File: src/rtl/if_stage_sram_pkg.sv
// Shared widths and state encoding for the instruction-fetch stage.
// Latency: n/a (types and constants only).
// Backpressure: n/a.
package if_stage_sram_pkg;

  // {fs_pc[63:32], fs_inst[31:0]}
  localparam int FS_TO_DS_BUS_WD = 64;
  // {br_taken[32], br_target[31:0]}
  localparam int BR_BUS_WD       = 33;

  // S_REQ: presenting (or ready to present) a fetch request.
  // S_WAIT: one request accepted, waiting for its data.
  typedef enum logic {
    FS_STATE_REQ  = 1'b0,
    FS_STATE_WAIT = 1'b1
  } fs_state_e;

endpackage

File: src/rtl/if_stage_sram.sv
// Instruction fetch: owns the PC, issues one SRAM-like read at a time, hands {pc, inst} to decode.
// Latency: req at t (addr_ok same cycle), data_ok at t+1, fs_to_ds_valid at t+2; one inst per 2 cycles.
// Backpressure: a request is issued only when the fs slot will be free, so data_ok never has to stall.
module if_stage_sram
  import if_stage_sram_pkg::*;
#(
  parameter logic [31:0] RESET_PC = 32'h1c00_0000
) (
  input  logic                       clk,
  input  logic                       reset,
  input  logic                       ds_allowin,
  input  logic [BR_BUS_WD-1:0]       br_bus,
  output logic                       fs_to_ds_valid,
  output logic [FS_TO_DS_BUS_WD-1:0] fs_to_ds_bus,
  output logic                       inst_sram_req,
  output logic                       inst_sram_wr,
  output logic [1:0]                 inst_sram_size,
  output logic [3:0]                 inst_sram_wstrb,
  output logic [31:0]                inst_sram_addr,
  output logic [31:0]                inst_sram_wdata,
  input  logic                       inst_sram_addr_ok,
  input  logic                       inst_sram_data_ok,
  input  logic [31:0]                inst_sram_rdata
);

  // Architectural state of the stage.
  fs_state_e   r_state;
  logic [31:0] r_req_pc;    // address presented on the next request
  logic [31:0] r_cur_pc;    // address of the request in flight
  logic        r_fs_valid;
  logic [31:0] r_fs_pc;
  logic [31:0] r_fs_inst;
  logic        r_drop;      // in-flight response belongs to a squashed path

  // Next-state values.
  fs_state_e   w_state_nxt;
  logic [31:0] w_req_pc_nxt;
  logic [31:0] w_cur_pc_nxt;
  logic        w_fs_valid_nxt;
  logic [31:0] w_fs_pc_nxt;
  logic [31:0] w_fs_inst_nxt;
  logic        w_drop_nxt;

  logic        w_br_taken;
  logic [31:0] w_br_target;
  logic        w_fs_free;
  logic        w_req;
  logic        w_load;

  assign w_br_taken  = br_bus[32];
  assign w_br_target = br_bus[31:0];

  // Slot is free if empty now or being drained by decode this cycle.
  assign w_fs_free = ~r_fs_valid | ds_allowin;
  assign w_req     = (r_state == FS_STATE_REQ) & w_fs_free & ~reset;

  assign inst_sram_req   = w_req;
  assign inst_sram_wr    = 1'b0;
  assign inst_sram_size  = 2'd2;
  assign inst_sram_wstrb = 4'd0;
  assign inst_sram_addr  = r_req_pc;
  assign inst_sram_wdata = 32'd0;

  // Reset forces the outputs low even before the registers settle.
  assign fs_to_ds_valid = r_fs_valid & ~reset;
  assign fs_to_ds_bus   = {r_fs_pc, r_fs_inst};

  // Next-state and datapath update; a taken branch overrides everything else.
  always_comb begin
    w_state_nxt    = r_state;
    w_req_pc_nxt   = r_req_pc;
    w_cur_pc_nxt   = r_cur_pc;
    w_drop_nxt     = r_drop;
    w_fs_pc_nxt    = r_fs_pc;
    w_fs_inst_nxt  = r_fs_inst;
    w_load         = 1'b0;

    case (r_state)
      FS_STATE_REQ: begin
        if (w_req && inst_sram_addr_ok) begin
          w_state_nxt = FS_STATE_WAIT;
          if (w_br_taken) begin
            // Accepted address is already stale: fetch it, throw it away.
            w_drop_nxt   = 1'b1;
            w_req_pc_nxt = w_br_target;
          end else begin
            w_cur_pc_nxt = r_req_pc;
          end
        end else if (w_br_taken) begin
          // Not yet accepted, so just swap the address presented next cycle.
          w_req_pc_nxt = w_br_target;
        end
      end
      FS_STATE_WAIT: begin
        if (inst_sram_data_ok) begin
          w_state_nxt = FS_STATE_REQ;
          if (r_drop || w_br_taken) begin
            w_drop_nxt = 1'b0;
            if (w_br_taken) begin
              w_req_pc_nxt = w_br_target;
            end
          end else begin
            w_load        = 1'b1;
            w_fs_pc_nxt   = r_cur_pc;
            w_fs_inst_nxt = inst_sram_rdata;
            w_req_pc_nxt  = r_cur_pc + 32'd4;
          end
        end else if (w_br_taken) begin
          w_drop_nxt   = 1'b1;
          w_req_pc_nxt = w_br_target;
        end
      end
      default: begin
        w_state_nxt = FS_STATE_REQ;
      end
    endcase

    // fs slot: drained by decode, refilled by a good response, flushed by a branch.
    w_fs_valid_nxt = r_fs_valid & ~ds_allowin;
    if (w_load) begin
      w_fs_valid_nxt = 1'b1;
    end
    if (w_br_taken) begin
      w_fs_valid_nxt = 1'b0;
    end
  end

  // State register with synchronous reset.
  always_ff @(posedge clk) begin
    if (reset) begin
      r_state    <= FS_STATE_REQ;
      r_req_pc   <= RESET_PC;
      r_cur_pc   <= RESET_PC;
      r_fs_valid <= 1'b0;
      r_fs_pc    <= 32'd0;
      r_fs_inst  <= 32'd0;
      r_drop     <= 1'b0;
    end else begin
      r_state    <= w_state_nxt;
      r_req_pc   <= w_req_pc_nxt;
      r_cur_pc   <= w_cur_pc_nxt;
      r_fs_valid <= w_fs_valid_nxt;
      r_fs_pc    <= w_fs_pc_nxt;
      r_fs_inst  <= w_fs_inst_nxt;
      r_drop     <= w_drop_nxt;
    end
  end

endmodule

File: config.mk
export PLATFORM = sky130hd
export DESIGN_NAME = if_stage_sram
export DESIGN_NICKNAME = d
export VERILOG_FILES = /design/src/rtl/if_stage_sram_pkg.sv /design/src/rtl/if_stage_sram.sv
export SDC_FILE = /design/constraint.sdc
export NUM_CORES = 1
export LEC_CHECK = 0
export CAP_MARGIN = 20
export CORE_MARGIN = 1
export CORE_UTILIZATION = 60
export CTS_CLUSTER_DIAMETER = 120
export DETAILED_ROUTE_END_ITERATION = 8
export DONT_BUFFER_PORTS = 1
export HOLD_SLACK_MARGIN = 0.12
export PLACE_DENSITY = 0.81
export SLEW_MARGIN = 20
export SYNTH_ARGS = -nofsm -noshare
export SYNTH_HDL_FRONTEND = slang
export SYNTH_SLANG_ARGS = --single-unit
File: constraint.sdc
create_clock -name clk -period 4.6 [get_ports clk]
set_input_delay 0.69 -clock clk [delete_from_list [all_inputs] [get_ports clk]]
set_output_delay 0.69 -clock clk [all_outputs]
set_load 0.02 [all_outputs]
==> results.json <==
{
  "critPathRequiredTime_ns": 5.05,
  "clock_path_buffers": 2,
  "core_mm2": 0.00928,
  "met3_usage_pct": 9.33,
  "drt-total-wl_um": 13800,
  "fmax_mhz": 371,
  "crit_type": "flop to flop",
  "final_cell_count_no_fill": 854,
  "grt_max_degree": 124,
  "cts_setup_buffers": 0,
  "grt.busiest_layer": "met2",
  "grt_pass1_wl_um": 21700,
  "slew_headroom_pct": 48.3,
  "grt_usage_pct": 27.5,
  "synth-seq-cells": 131,
  "area_growth_pct": 8.25,
  "fin_skew_ns": 0.00805,
  "whs_path_depth": 1,
  "area.sequential_mm2": 0.00262,
  "multi_input_area_mm2": 0.00278,
  "status": "completed",
  "power_density_mw_per_mm2": 442,
  "rsz0062_at_grt": "no",
  "finalCritPeriodShare_pct": 58.6,
  "finalMaxSlewViolations": 0,
  "cts_max_level": 4,
  "grt_pass1_vias": 4605,
  "postSynthAreaPerCell_um2": 7.76,
  "cts_buffers": 17,
  "worst_slew_pin_slew_ns": 0.773,
  "wire_per_inst_um": 16.2,
  "drt_iter0_markers": 365,
  "reg2reg_depth": 5,
  "dieArea_mm2": 0.0100,
  "nets": 783,
  "ant_nets": 0,
  "clkLatencyLatePin_ns": 0.52,
  "gr-total-overflow": 0,
  "vdd_drop_max_mv": 0.276,
  "drcViolationCount": 0,
  "post-route-min-period_ns": 2.69,
  "rows": 35,
  "antenna_found_initial": 0,
  "finalSetupViolations": 0,
  "synthFlopType": "dfxtp_1",
  "postCtsHoldBufs": 0,
  "worst_setup_path_end_kind": "flop",
  "p_total_uw": 2760,
  "n_fill_cell": 760,
  "post_cts_resized": 0,
  "ys_types": 49,
  "dp_hpwl_um": 8770,
  "fin_hold_ws_ns": 0.226,
  "drv_cap": 0,
  "top_level_ports": 207,
  "hold_viol": 0,
  "setup_tns_ns": 0,
  "grt_use_met1_pct": 32.0,
  "clk_pin_slew_ns": 0.06,
  "syn_area_mm2": 0.00576,
  "synth-edff-count": 0,
  "place_inst": 822,
  "ys_warn_count": 0,
  "p_leak_uw": 0.00221,
  "cts_tree": "yes",
  "cts_sinks": 131,
  "ys_async_sr_fraction_pct": 0,
  "layout_common_cells": "220 x nand2_1, 131 x dfxtp_1, 114 x a21oi_1",
  "first_pass_iters": 5,
  "dieWidth_um": 100,
  "grt.met2_usage_pct": 46.8,
  "viasPerCell": 5.74,
  "num_antenna_cells": 0,
  "critPathMaxFanout": 42,
  "start_kind": "flop",
  "layout_commonest_cell": "nand2_1",
  "ys_seq_area_share_pct": 45.5,
  "hold_class": "input pin to flop",
  "die_h_um": 100,
  "worstPathArrival_ns": 3.15,
  "root_buffer": "clkbuf_8",
  "layout-drive-gt1-share_pct": 6.90,
  "syn_inst": 743,
  "place_congestion": 0.820,
  "initial_utilization_pct": 62.1,
  "num_vias": 4905,
  "port_buffers": 0
}
[kinds of logic (layout without fill, tap and decap cells)]
| family | count (synthesis) | count (layout) | share of synthesized area, % |
|---|---|---|---|
| AND/OR/NAND/NOR | 320 | 320 | 24.5 |
| AO/OA/AOI/OAI | 158 | 158 | 15.3 |
| flip-flops | 131 | 131 | 45.5 |
| buffers and inverters | 98 | 43 | 8.99 |
| XOR/XNOR | 24 | 24 | 3.65 |
| multiplexers | 9 | 9 | 1.65 |
| other | 2 | 39 | 0.130 |
| adder cells (fa/ha/maj) | 1 | 1 | 0.217 |
[sequential cells by signal, summed over array words and instances (netlist names)]
name            cells
r_drop              1
r_state             1
r_fs_valid          1
inst_sram_addr     32
r_cur_pc           32
r_fs_pc            32
r_fs_inst          32
[area by class of cell]
type / count / area share, %
Multi-Input combinational cell: 551 / 44.5
Clock buffer: 20 / 7.14
Tap cell: 129 / 2.59
Clock inverter: 12 / 2.87
Inverter: 7 / 0.421
Timing Repair Buffer: 4 / 0.481
Sequential cell: 131 / 42.0
[cell usage after synthesis, types with 4 or more instances]
master    count  area [um2]
dfxtp_1     131        2620
and2_1        5        31.3
xnor2_1       5        43.8
a21oi_1     114         571
a211oi_1      7        52.6
nor2_1       33         124
nand3_1      11        55.1
nor3_1        8        40.0
inv_1         7        26.3
nand2b_1      6        37.5
clkbuf_1     43         161
mux2_2        4        45.0
buf_4        39         293
a221oi_1      4        35.0
mux2i_1       5        50.1
o21ai_0      11        55.1
nand4_1      11        68.8
nand2_1     220         826
xor2_1       19         166
buf_1         6        22.5
[final timing paths]
check              start            endpoint  slack (ns)
max              r_state   inst_sram_addr[9]        1.91
min                reset  inst_sram_addr[29]        0.23
max reg2reg      r_state   inst_sram_addr[9]        1.91
min reg2reg  r_cur_pc[1]          r_fs_pc[1]        0.47
[through the flow]
step / utilization [%] / worst slack [ns] / area [um2]
3_3_place_gp: 60.5 / 1.82 / 5620
6_report: 67.2 / 1.91 / 6240
4_1_cts: 67.2 / 1.87 / 6240
3_5_place_dp: 60.5 / 1.72 / 5620
5_1_grt: 67.2 / 1.74 / 6240
2_1_floorplan: - / 2.71 / 5900
[power by group]
group          internal (uW)  switching [uW]  total, uW
logic                   38.3            80.2        119
clock network            910             505       1410
registers               1160            59.1       1220
[worst max-delay path: stages, from the launching register on]
cell,delay (ns)
dfxtp_1,0.43
nand3b_1,0.56
nor2_4,0.83
buf_4,0.50
a221oi_1,0.14
nor2_1,0.14
[layer usage]
| layer | wire length (um) | share of wire, % | vias to the layer above |
|---|---|---|---|
| met5 | 0 | 0 | - |
| met4 | 285 | 2.1 | 0 |
| met3 | 1270 | 9.2 | 30 |
| met2 | 6810 | 49 | 248 |
| met1 | 5430 | 39 | 2281 |
| li1 | - | - | 2346 |
(Power assumes the default switching activity.)
